## config.mk

```make
export PLATFORM = sky130hd
export DESIGN_NAME = regdst_pipe_mux
export DESIGN_NICKNAME = d
export VERILOG_FILES = /design/src/rtl/regdst_pipe_mux.sv
export SDC_FILE = /design/constraint.sdc
export NUM_CORES = 1
export LEC_CHECK = 0
export CAP_MARGIN = 20
export CORE_MARGIN = 1.5
export CORE_UTILIZATION = 40
export DETAILED_ROUTE_END_ITERATION = 10
export DONT_BUFFER_PORTS = 1
export PLACE_DENSITY = 0.62
export SLEW_MARGIN = 5
export SYNTH_ARGS = -nofsm -noshare
export SYNTH_HDL_FRONTEND = slang
export SYNTH_SLANG_ARGS = --single-unit
```

## constraint.sdc

```tcl
create_clock -name clk -period 0.8 [get_ports clk]
set_input_delay 0.08 -clock clk [delete_from_list [all_inputs] [get_ports clk]]
set_output_delay 0.08 -clock clk [all_outputs]
set_load 0.02 [all_outputs]
```

## src/rtl/regdst_pipe_mux.sv

```systemverilog
// regdst_pipe_mux: register-destination selector feeding a valid-tagged delay line.
// Picks one of N_IN channels or one of two constant addresses, loads the choice
// into stage 0 on a load strobe, and shifts it STAGES deep so the address lines up
// with write-back. Flush kills every in-flight entry. Illegal selector codes set a
// sticky error flag.
module regdst_pipe_mux #(
    parameter int WIDTH   = 5,
    parameter int N_IN    = 3,
    parameter int SEL_W   = 3,
    parameter int CONST_A = 29,
    parameter int CONST_B = 31,
    parameter int STAGES  = 2
) (
    input  logic                    clk,
    input  logic                    reset,
    input  logic                    flush,
    input  logic                    load,
    input  logic                    err_clr,
    input  logic [SEL_W-1:0]        selector,
    input  logic [N_IN*WIDTH-1:0]   data_in,
    output logic [WIDTH-1:0]        data_out,
    output logic                    out_valid,
    output logic                    sel_err
);

    logic [WIDTH-1:0]  sel_val;
    logic              sel_ill;

    logic [WIDTH-1:0]  data_q [STAGES];
    logic [WIDTH-1:0]  data_d [STAGES];
    logic [STAGES-1:0] valid_q;
    logic [STAGES-1:0] valid_d;
    logic              sel_err_q;
    logic              sel_err_d;

    // Selection mux: channels first, then the two constants, anything else falls back to channel 0.
    always_comb begin
        sel_val = data_in[0 +: WIDTH];
        sel_ill = 1'b0;
        for (int i = 0; i < N_IN; i++) begin
            if (selector == SEL_W'(i)) begin
                sel_val = data_in[i*WIDTH +: WIDTH];
            end
        end
        if (selector == SEL_W'(N_IN)) begin
            sel_val = WIDTH'(CONST_A);
        end else if (selector == SEL_W'(N_IN + 1)) begin
            sel_val = WIDTH'(CONST_B);
        end else if (int'(selector) > N_IN + 1) begin
            sel_ill = 1'b1;
        end
    end

    // Next state of the delay line and the sticky error; data keeps moving under flush.
    always_comb begin
        for (int k = 0; k < STAGES; k++) begin
            data_d[k] = data_q[k];
        end
        valid_d    = '0;
        data_d[0]  = load ? sel_val : data_q[0];
        valid_d[0] = load & ~flush;
        for (int k = 1; k < STAGES; k++) begin
            data_d[k]  = data_q[k-1];
            valid_d[k] = valid_q[k-1] & ~flush;
        end
        // Set beats clear when both happen on the same edge.
        sel_err_d = (load & sel_ill & ~flush) | (sel_err_q & ~err_clr);
    end

    // State registers with synchronous reset that overrides everything else.
    always_ff @(posedge clk) begin
        if (reset) begin
            for (int k = 0; k < STAGES; k++) begin
                data_q[k] <= '0;
            end
            valid_q   <= '0;
            sel_err_q <= 1'b0;
        end else begin
            for (int k = 0; k < STAGES; k++) begin
                data_q[k] <= data_d[k];
            end
            valid_q   <= valid_d;
            sel_err_q <= sel_err_d;
        end
    end

    assign data_out  = data_q[STAGES-1];
    assign out_valid = valid_q[STAGES-1];
    assign sel_err   = sel_err_q;

endmodule
```

Yosys cells after proc, flatten, opt, wreduce, memory -nomap -nowiden --
Memories as Yosys holds them, arrays and structs flattened. Index checks and enable logic that the tools add are counted.
Word-level totals: flip-flop bits (word level) 3, memory bits (writable) 10, input port bits 23, output and inout bits 7, word-level logic and storage cells 31, memories 1
Memory list:
- data_q | words 2, width 5, read ports 2, clocked after Yosys merged registers in 0, wr ports 2, line 29 | logic [WIDTH-1:0] data_q [STAGES];
Operators by class: magnitude comparators 1, equal/unequal tests 4, muxes and demuxes 13, bitwise logic cells 10
Operator list (number):
- 5-bit 2-to-1 mux | 7
- 3-bit by 2-bit equality test with 1-bit output, second input constant | 2
- 1-bit 2-to-1 mux | 6
- 1-bit AND | 5
- 3-bit by 1-bit equality test with 1-bit output, second input constant | 1
- 3-bit equality test, second input constant | 1
- 3-bit > comparator, second input constant | 1
- 1-bit bitwise OR | 3
- 1-bit NOT | 2

Depth between registers and ports, before layout --
Gate-level depths: netlist of run 1.
word-level depth 7, depth in mapped cells 4, depth with buffers taken out 3

Worst setup path after synthesis of run 1 --
No wires, ideal clock.
path type input port to flip-flop, from in selector[1], to mem data_q[0][1], setup time 0.088 ns, arrival 0.628 ns, data required time 0.712 ns, setup slack 0.084 ns, cell stages on the path 4, buffers on the path 1, cells stage by stage buf_6 > nand3b_1 > a21o_1 > a311oi_2
RTL lines:
- start: declaration | line 19 | input logic [SEL_W-1:0] selector,
- end: declaration | line 29

Worst setup path in the final report of run 1 --
from reg sel_err_q (netlist: sel_err), to out sel_err
RTL lines:
- start: declaration | line 33 | logic sel_err_q;
- start signal: assignment | line 83 | sel_err_q <= sel_err_d;
- end: declaration | line 23 | output logic sel_err
No word-level cell between the ends.

==> flow_metrics.env, run 1 <==
export IMPL_outcome="complete, but fails checks"
export IMPL_violated_checks="hold timing"
export IMPL_routability_congestion=0.669
export IMPL_floorplan_die_area_um2=1730
export IMPL_crit_required_ns=0.72
export IMPL_min_delay_path_class="in2reg"
export IMPL_timing_max_transition_violations_final=0
export IMPL_ys_flop_type="sky130_fd_sc_hd__dfxtp_1"
export IMPL_final_fill_count=142
export IMPL_first_pass_grt_wire_length_mm=1.92
export IMPL_postRouteWirelength_mm=1.14
export IMPL_setup_worst_path_class="reg2out"
export IMPL_post_route_drc_count=0
export IMPL_worst_clock_skew_ns=0.000381
export IMPL_post_route_cells_drive_above_1_share_pct=18.3
export IMPL_tritoncts="yes"
export IMPL_clock_power_share_pct=31.1
export IMPL_instances_no_fill=86
export IMPL_cts_sinks=13
export IMPL_vias_per_cell=5.43
export IMPL_yosys_cell_count_top_type="sky130_fd_sc_hd__dfxtp_1"
export IMPL_period_minus_slack_ns=0.789
export IMPL_post_route_period_util_pct=98.6
export IMPL_critical_path_endpoint_type="output port"
export IMPL_antenna_found_initial=0
export IMPL_port_buffers=0
export IMPL_finish_net_count=95
export IMPL_synthesis_yosys_warnings=0
export IMPL_max_cap_violations=0
export IMPL_power_share_combinational_pct=10.5
export IMPL_first_iter_violations=11
export IMPL_syn_instance_count=66
export IMPL_part_of_the_power_in_registers_pct=58.3
export IMPL_route_detailed_wl_per_inst_um=13.3
export IMPL_worst_skew_pair_late_latency_ns=0.26
export IMPL_finish_instance_area_um2=674
export IMPL_core_region_area_um2=1350
export IMPL_launching_element_type_of_the_critical_path="flip-flop"
export IMPL_antenna_cells_inserted=0
export IMPL_achievable_frequency_ghz=1.27
export IMPL_dp_cells=78
export IMPL_synth_area_leaders="sky130_fd_sc_hd__dfxtp_1 44%, sky130_fd_sc_hd__o21ai_0 6.7%, sky130_fd_sc_hd__a21o_1 6.3%"
export IMPL_floorplan_initialDensity_pct=44.2
export IMPL_timing_hold_ws_ns=-0.131
export IMPL_setup_violations=0
export IMPL_area_growth_syn_to_layout_pct=13.0
export IMPL_power_net_switching_mw=0.275
export IMPL_worst_slew_pin_transition_ns=0.217
export IMPL_syn_nets=89
export IMPL_synth_enable_flop_cells=0
export IMPL_synthesis_area_per_instance_um2=9.04
export IMPL_power_internal_mw=0.958
export IMPL_timing_critical_path_max_delay_family="flip-flops"
export IMPL_synthTopCellsByCount="13 x sky130_fd_sc_hd__dfxtp_1, 9 x sky130_fd_sc_hd__nand2_1, 8 x sky130_fd_sc_hd__o21ai_0"
export IMPL_clock_tree_root_cell="sky130_fd_sc_hd__clkbuf_4"
export IMPL_cts_made_buffers=3
export IMPL_ys_types=21
export IMPL_share_of_total_power_consumed_by_net_switching_pct=22.3
export IMPL_count_of_state_elements_after_synthesis=13
export IMPL_critical_path_slowest_cell="sky130_fd_sc_hd__dfxtp_2"
export IMPL_clock_tree_buffer_depth=2
export IMPL_floorplan_die_height_um=41.6
export IMPL_grt_max_degree=15
export IMPL_cp_buffers_inverters=1
export IMPL_static_leakage_power_nw=0.268
export IMPL_sequential_share_of_the_synthesized_area_pct=43.6
export IMPL_arrival_ns=0.71
export IMPL_grt_setup_unrepaired="yes"
export IMPL_clk_pin_slew_worst_paths_ns=0.07
export IMPL_die_w_um=41.6
export IMPL_ir_worst_vdd_mv=0.628
export IMPL_route_vias_total=467
export IMPL_firstDrtPassIters=4
export IMPL_global_route_overflow_total=0
export IMPL_synth_cell_area_um2=597
export IMPL_htreeDepth=1
export IMPL_critPathMaxFanout=2
export IMPL_worst_path_largest_cell_delay_ns=0.33
export IMPL_synth_async_reset_ratio_pct=0
export IMPL_cell_breakdown_of_the_critical_path="buf_6"
export IMPL_groute_usage_overall_pct=14.3
export IMPL_placementRows=13
export IMPL_residual_antenna_violating_net_count_after_detailed_routing=0
export IMPL_post_synth_top_area_fraction_pct=43.6
export IMPL_grt_pass1_vias=429
export IMPL_power_density_cell_area_nw_per_um2=1830
export IMPL_slew_limit_headroom_pct=85.5
export IMPL_post_synth_top_area_cell="sky130_fd_sc_hd__dfxtp_1"
export IMPL_hold_violations_final=11
export IMPL_dpl_instance_area_um2=599
export IMPL_pin_count=30
==> timing repair <==
action,CTS,global route
resized for setup,2,4
cloned,0,0
setup buffers,1,0
endpoints found under the hold margin,13,12
endpoints found under the setup margin,1,5
hold buffers,2,1
==> power by group through the flow <==
stage	Clock, mW	Combinational, mW	Sequential, mW
global route	0.440	0.147	0.724
global placement	0	0.110	0.732
CTS	0.400	0.125	0.718
finish	0.384	0.130	0.719
floorplan	0	0.121	0.732
detailed placement	0	0.110	0.733
==> metal layers <==
layer | track usage, % | routed length [µm] | vias up | share of wire, %
li1 | - | - | 248 | -
met2 | 20.9 | 506 | 26 | 44
met1 | 19.6 | 540 | 191 | 47
met4 | 9.68 | 19 | 0 | 1.7
met5 | 0 | 0 | - | 0
met3 | 1.30 | 73 | 2 | 6.4
==> area by class of cell <==
| type | instances | area (µm²) | area share [%] |
|---|---|---|---|
| Multi-Input combinational cell | 49 | 313 | 46.4 |
| Sequential cell | 13 | 265 | 39.3 |
| Timing Repair Buffer | 5 | 51.3 | 7.61 |
| Clock buffer | 4 | 26.3 | 3.90 |
| Tap cell | 15 | 18.8 | 2.78 |
==> cell families (layout without fill, tap and decap cells) <==
group                  after synthesis  count (layout)  share of synthesized area, %
AO/OA/AOI/OAI                       26              26                          30.8
buffers and inverters                4               9                          3.98
flip-flops                          13              13                          43.6
AND/OR/NAND/NOR                     23              23                          21.6
==> path summary, 6_finish.rpt <==
check	start	depth (start not counted)	slack, ns	to
worst min register to register	valid_q[0]	1	0.45	valid_q[1]
worst max-delay path	sel_err	1	0.01	sel_err
worst min-delay path	reset	1	-0.13	sel_err
worst max register to register	sel_err	3	0.12	sel_err
==> state kept, by name (all words and copies together) (netlist names) <==
register and count:
data_q 10, sel_err 1, valid_q 2
==> stage by stage <==
stage / setup TNS, ns / setup WS (ns) / util (%) / power (mW)
2_1_floorplan: 0 / 0.0835 / - / 0.852
3_3_place_gp: 0 / 0.0845 / 44.4 / 0.842
3_5_place_dp: 0 / 0.0650 / 44.4 / 0.843
4_1_cts: 0 / 0.00556 / 48.7 / 1.24
5_1_grt: -0.0249 / -0.0249 / 50.0 / 1.31
6_report: 0 / 0.0112 / 50.0 / 1.23
==> placed cells by master (no fill, tap or decap), drive strengths merged, types with 4 or more instances in the layout <==
| master | synthesis | layout |
|---|---|---|
| o21ai | 8 | 8 |
| nor2b | 5 | 5 |
| a41oi | 4 | 4 |
| a21o | 6 | 6 |
| o21bai | 4 | 4 |
| dfxtp | 13 | 13 |
| nand2 | 9 | 9 |
| clkbuf | 2 | 4 |
No activity file was read; power rests on OpenSTA's default activity.
==> run 2: changes to the inputs <==
Settings changed: GPL_TIMING_DRIVEN from default to 0.
==> run 2 against run 1 <==
Compared with the run above:
- the run still ends with hold timing left
- worst setup slack better by 0.016 ns
- sequential power hardly changed
- combinational power is 27% higher
- total power is 3.4% higher
==> flow_metrics.env, run 2 (synthesis results as in run 1) <==
export IMPL_post_cts_hold_buffer_count=6
export IMPL_firstDrtPassIters=1
export IMPL_hold_path_startpoint="flush"
export IMPL_global_route_overflow_total=0
export IMPL_area_taken_by_flip_flops_and_latches_um2=264
export IMPL_final_fill_count=134
export IMPL_clk_pin_slew_worst_paths_ns=0.08
export IMPL_crit_required_ns=0.72
export IMPL_period_minus_slack_ns=0.773
export IMPL_core_region_area_um2=1350
export IMPL_worst_r2r_setup_slack_ns=0.10
export IMPL_cts_made_buffers=3
export IMPL_max_cap_violations=0
export IMPL_routability_congestion=0.645
export IMPL_placementRows=13
export IMPL_ir_worst_vdd_mv=0.483
export IMPL_place_detailed_hpwl_um=788
export IMPL_outcome="complete, but fails checks"
export IMPL_worstRegToRegCells=2
export IMPL_grt_setup_unrepaired="no"
export IMPL_r2r_end="data_q[0][1]"
export IMPL_setup_violations=0
export IMPL_timing_max_transition_violations_final=0
export IMPL_slew_limit_headroom_pct=73.2
export IMPL_post_route_period_util_pct=96.6
export IMPL_violated_checks="hold timing"
export IMPL_die_w_um=41.6
export IMPL_min_delay_path_class="in2reg"
export IMPL_clock_tree_buffer_depth=2
export IMPL_worst_clock_skew_ns=0.00243
export IMPL_dpl_instance_area_um2=616
export IMPL_setup_worst_path_class="reg2out"
export IMPL_dp_cells=81
export IMPL_critical_path_endpoint_type="output port"
export IMPL_register_bank_with_the_most_flops="data_q"
export IMPL_mostFrequentLayoutCells="10 x sky130_fd_sc_hd__dfxtp_1, 9 x sky130_fd_sc_hd__nand2_1, 8 x sky130_fd_sc_hd__o21ai_0"
export IMPL_post_route_cells_drive_above_1_share_pct=15.8
export IMPL_finish_instance_area_um2=708
export IMPL_vias_per_cell=5.29
export IMPL_clock_tree_root_cell="sky130_fd_sc_hd__clkbuf_4"
export IMPL_route_detailed_wl_per_inst_um=11.8
export IMPL_largest_register_ff_count=10
export IMPL_grt_pass1_vias=449
export IMPL_post_route_drc_count=0
export IMPL_finalCoreUtilization_pct=52.5
export IMPL_postRouteWirelength_mm=1.07
export IMPL_multi_input_area_um2=313
export IMPL_finish_net_count=100
export IMPL_antenna_found_initial=0
export IMPL_arrival_ns=0.69
export IMPL_timing_hold_ws_ns=-0.129
export IMPL_area_growth_syn_to_layout_pct=18.7
export IMPL_worst_skew_pair_late_latency_ns=0.27
export IMPL_antenna_cells_inserted=0
export IMPL_route_vias_total=481
export IMPL_groute_usage_overall_pct=13.5
export IMPL_first_pass_grt_wire_length_mm=1.79
export IMPL_critPathMaxFanout=1
export IMPL_setup_tns_final_ns=0
export IMPL_hold_violations_final=3
export IMPL_layout_commonest_cell="sky130_fd_sc_hd__dfxtp_1"
export IMPL_port_buffers=0
export IMPL_launching_element_type_of_the_critical_path="flip-flop"
export IMPL_residual_antenna_violating_net_count_after_detailed_routing=0
export IMPL_hold_path_depth=1
export IMPL_worst_slew_pin_transition_ns=0.402
export IMPL_htreeDepth=1
export IMPL_tritoncts="yes"
export IMPL_floorplan_initialDensity_pct=44.2
export IMPL_pin_count=30
export IMPL_r2r_start="data_q[0][1]"
export IMPL_instances_no_fill=91
export IMPL_static_leakage_power_nw=0.279
export IMPL_floorplan_die_area_um2=1730
export IMPL_grt_max_degree=11
export IMPL_floorplan_die_height_um=41.6
export IMPL_achievable_frequency_ghz=1.29
export IMPL_first_iter_violations=0
export IMPL_holdPathEnd="valid_q[1]"
export IMPL_cts_sinks=13
export IMPL_power_density_cell_area_nw_per_um2=1800
export IMPL_cts_setup_buffers=0
[run 2: changes by cell type in the layout (fill, tap and decap cells not counted), sizes merged]
cell         before  now
clkbuf            4    6
dlygate4sd3       2    5
[run 2: area by class of cell]
class / instances / area share (%)
multi-input combinational: 49 / 44.2
timing repair buffer: 6 / 8.83
buffer: 4 / 3.36
sequential: 13 / 37.3
tap: 15 / 2.65
clock buffer: 4 / 3.71
[run 2: report_power, final]
group          switching (mW)  internal, mW  total (mW)
registers              0.0336         0.686       0.720
logic                  0.0734        0.0917       0.165
clock network           0.197         0.193       0.390
[run 2: timing repair]
item | in CTS | in global routing
hold endpoints to repair | 7 | 3
gates resized for setup | 1 | 3
endpoints found under the setup margin | 1 | 5
[run 2: metal layers]
metal	global-route usage, %	wire [µm]
met5	0	0
met4	11.6	19
met3	1.74	83
met2	18.4	425
met1	18.4	541
[run 2: worst max path at each step]
stage,slack (ns),cells past startpoint,to,startpoint
after floorplan,0.08,4,data_q[0][1],selector[1]
after global placement,-0.02,3,data_q[0][1],load
after detailed placement,-0.03,3,data_q[0][1],load
after CTS,0.006,3,data_q[0][0],reset
after global routing,0.004,0,data_out[4],data_q[0][9]
final,0.03,0,data_out[4],data_q[0][9]
[run 2: per-stage QoR]
stage               hold slack, ns  worst slack, ns  power, mW
global route                -0.135          0.00404       1.33
detailed placement           0.159          -0.0336      0.875
global placement             0.159          -0.0168      0.873
finish                      -0.129           0.0274       1.28
floorplan                    0.156           0.0835      0.852
CTS                         -0.130          0.00640       1.29
[run 2: worst reg2reg max path, delay by kind of cell, from the launching register on]
| family | cells | cell delay (ns) |
|---|---|---|
| flops | 1 | 0.33 |
| simple gates | 1 | 0.05 |
| compound gates | 1 | 0.24 |
==> run 3: changes to the inputs <==
Settings changed: BUFFER_PORTS_ARGS from default to -buffer_cell sky130_fd_sc_hd__buf_2, DONT_BUFFER_PORTS 1 to default, PLACE_DENSITY 0.62 to 0.8, REMOVE_ABC_BUFFERS from default to 1.
==> run 3 against run 2 <==
Compared with the run above:
- the run ends with setup timing left
- flip-flop and latch count stayed put
- die area stayed put
- final cell count is 23% higher
- highest routed layer unchanged
- combinational power is 57% higher
- sequential power is 2% lower
- critical path type is now in2reg
- largest power group unchanged
==> flow_metrics.env, run 3 (synthesis results as in run 1) <==
export IMPL_setup_violations=1
export IMPL_grt_max_degree=15
export IMPL_outcome="complete, but fails checks"
export IMPL_crit_required_ns=0.98
export IMPL_port_buffers=29
export IMPL_worst_skew_pair_late_latency_ns=0.26
export IMPL_setup_slack_ns=-0.00395
export IMPL_worstRegToRegCells=2
export IMPL_dp_cells=106
export IMPL_largest_register_ff_count=10
export IMPL_register_bank_with_the_most_flops="data_q"
export IMPL_r2r_start="data_q[0][1]"
export IMPL_routability_congestion=0.726
export IMPL_firstDrtPassIters=4
export IMPL_critical_path_endpoint_type="flip-flop"
export IMPL_r2r_end="data_q[0][1]"
export IMPL_floorplan_initialDensity_pct=44.2
export IMPL_groute_usage_overall_pct=15.6
export IMPL_worst_clock_skew_ns=0.00253
export IMPL_hold_path_startpoint="err_clr"
export IMPL_area_growth_syn_to_layout_pct=40.5
export IMPL_post_route_cells_drive_above_1_share_pct=46.4
export IMPL_arrival_ns=0.99
export IMPL_launching_element_type_of_the_critical_path="input port"
export IMPL_post_route_period_util_pct=100
export IMPL_first_pass_grt_wire_length_mm=2.15
export IMPL_route_detailed_wl_per_inst_um=12.0
export IMPL_worst_slew_pin_transition_ns=0.246
export IMPL_first_iter_violations=10
export IMPL_cts_made_buffers=3
export IMPL_clock_tree_root_cell="sky130_fd_sc_hd__clkbuf_4"
export IMPL_violated_checks="setup timing"
export IMPL_critPathMaxFanout=2
export IMPL_clock_tree_buffer_depth=2
export IMPL_cell_breakdown_of_the_critical_path="buf_2 -> dlygate4sd3_1 -> nor3b_1"
export IMPL_core_region_area_um2=1350
export IMPL_slew_limit_headroom_pct=83.6
export IMPL_holdPathEnd="sel_err"
export IMPL_layout_commonest_cell="sky130_fd_sc_hd__buf_2"
export IMPL_max_cap_violations=0
export IMPL_post_route_drc_count=0
export IMPL_placementRows=13
export IMPL_postRouteWirelength_mm=1.35
export IMPL_global_route_overflow_total=0
export IMPL_timing_max_transition_violations_final=0
export IMPL_power_density_cell_area_nw_per_um2=1610
export IMPL_worst_r2r_setup_slack_ns=0.11
export IMPL_place_detailed_hpwl_um=933
export IMPL_static_leakage_power_nw=0.375
export IMPL_mostFrequentLayoutCells="22 x sky130_fd_sc_hd__buf_2, 9 x sky130_fd_sc_hd__nand2_1, 8 x sky130_fd_sc_hd__o21ai_0"
export IMPL_clk_pin_slew_worst_paths_ns=0.08
export IMPL_hold_violations_final=0
export IMPL_ir_worst_vdd_mv=0.691
export IMPL_cts_sinks=13
export IMPL_worst_path_largest_cell_delay_ns=0.58
export IMPL_min_delay_path_class="in2reg"
export IMPL_floorplan_die_height_um=41.6
export IMPL_route_vias_total=600
export IMPL_hold_path_depth=3
export IMPL_achievable_frequency_ghz=1.24
export IMPL_final_fill_count=127
export IMPL_antenna_cells_inserted=0
export IMPL_die_w_um=41.6
export IMPL_residual_antenna_violating_net_count_after_detailed_routing=0
export IMPL_antenna_found_initial=0
export IMPL_grt_setup_unrepaired="yes"
export IMPL_period_minus_slack_ns=0.804
export IMPL_setup_worst_path_class="in2reg"
export IMPL_instances_no_fill=112
export IMPL_htreeDepth=1
export IMPL_tritoncts="yes"
export IMPL_pin_count=30
export IMPL_post_layout_total_power_mw=1.35
export IMPL_critical_path_slowest_cell="sky130_fd_sc_hd__dlygate4sd3_1"
export IMPL_grt_pass1_vias=513
export IMPL_finish_net_count=121
export IMPL_vias_per_cell=5.36
export IMPL_floorplan_die_area_um2=1730
-- run 3: report_power, final --
group	internal, mW	leakage, nW	switching [mW]
Clock	0.193	0.0150	0.195
Sequential	0.688	0.110	0.0157
Combinational	0.133	0.250	0.126
Total	1.01	0.375	0.336
-- run 3: worst max-delay path, delay by kind of cell --
family | cells | cell delay [ns]
AND/OR/NAND/NOR | 1 | 0.22
buffers and inverters | 2 | 0.69
-- run 3: metal layers --
| metal | wire length, µm | up-vias | global-route usage (%) |
|---|---|---|---|
| met2 | 662 | 28 | 24.1 |
| met5 | 0 | - | 0 |
| met1 | 579 | 270 | 20.9 |
| met3 | 92 | 2 | 2.61 |
| li1 | - | 300 | - |
| met4 | 12 | 0 | 7.74 |
-- run 3: timing repair --
action                                  CTS  global route
hold buffers                              1             0
hold endpoints to repair                  2             0
resized for setup                        14             8
gates cloned                              0             0
pin swaps                                 0             0
buffers inserted                          0             1
endpoints found under the setup margin    7             8
-- run 3: worst max path at each step --
stage	start	endpoint	slack, ns	depth (start not counted)
after global placement	selector[2]	data_q[0][1]	-0.15	4
after CTS	sel_err	sel_err	0.0001	1
after floorplan	selector[2]	data_q[0][1]	0.09	3
after detailed placement	selector[2]	data_q[0][1]	-0.19	4
final	flush	valid_q[0]	-0.004	3
after global routing	sel_err	sel_err	-0.02	1
-- run 3: area by class of cell --
class / instances / area, µm² / area share [%]
clock buffer: 4 / 26.3 / 3.13
multi-input combinational: 49 / 318 / 37.9
timing repair buffer: 31 / 206 / 24.6
tap: 15 / 18.8 / 2.24
sequential: 13 / 269 / 32.1
-- run 3: metrics by stage --
step | TNS [ns] | instance area, µm² | utilization, % | worst slack (ns) | hold WS (ns)
after floorplan | 0 | 573 | - | 0.0943 | 0.148
after global placement | -0.470 | 737 | 54.6 | -0.147 | 0.277
after detailed placement | -0.641 | 737 | 54.6 | -0.189 | 0.282
after CTS | 0 | 812 | 60.1 | 0.000142 | 0.0530
after global routing | -0.0596 | 838 | 62.1 | -0.0205 | 0.0716
final | -0.00395 | 838 | 62.1 | -0.00395 | 0.0658
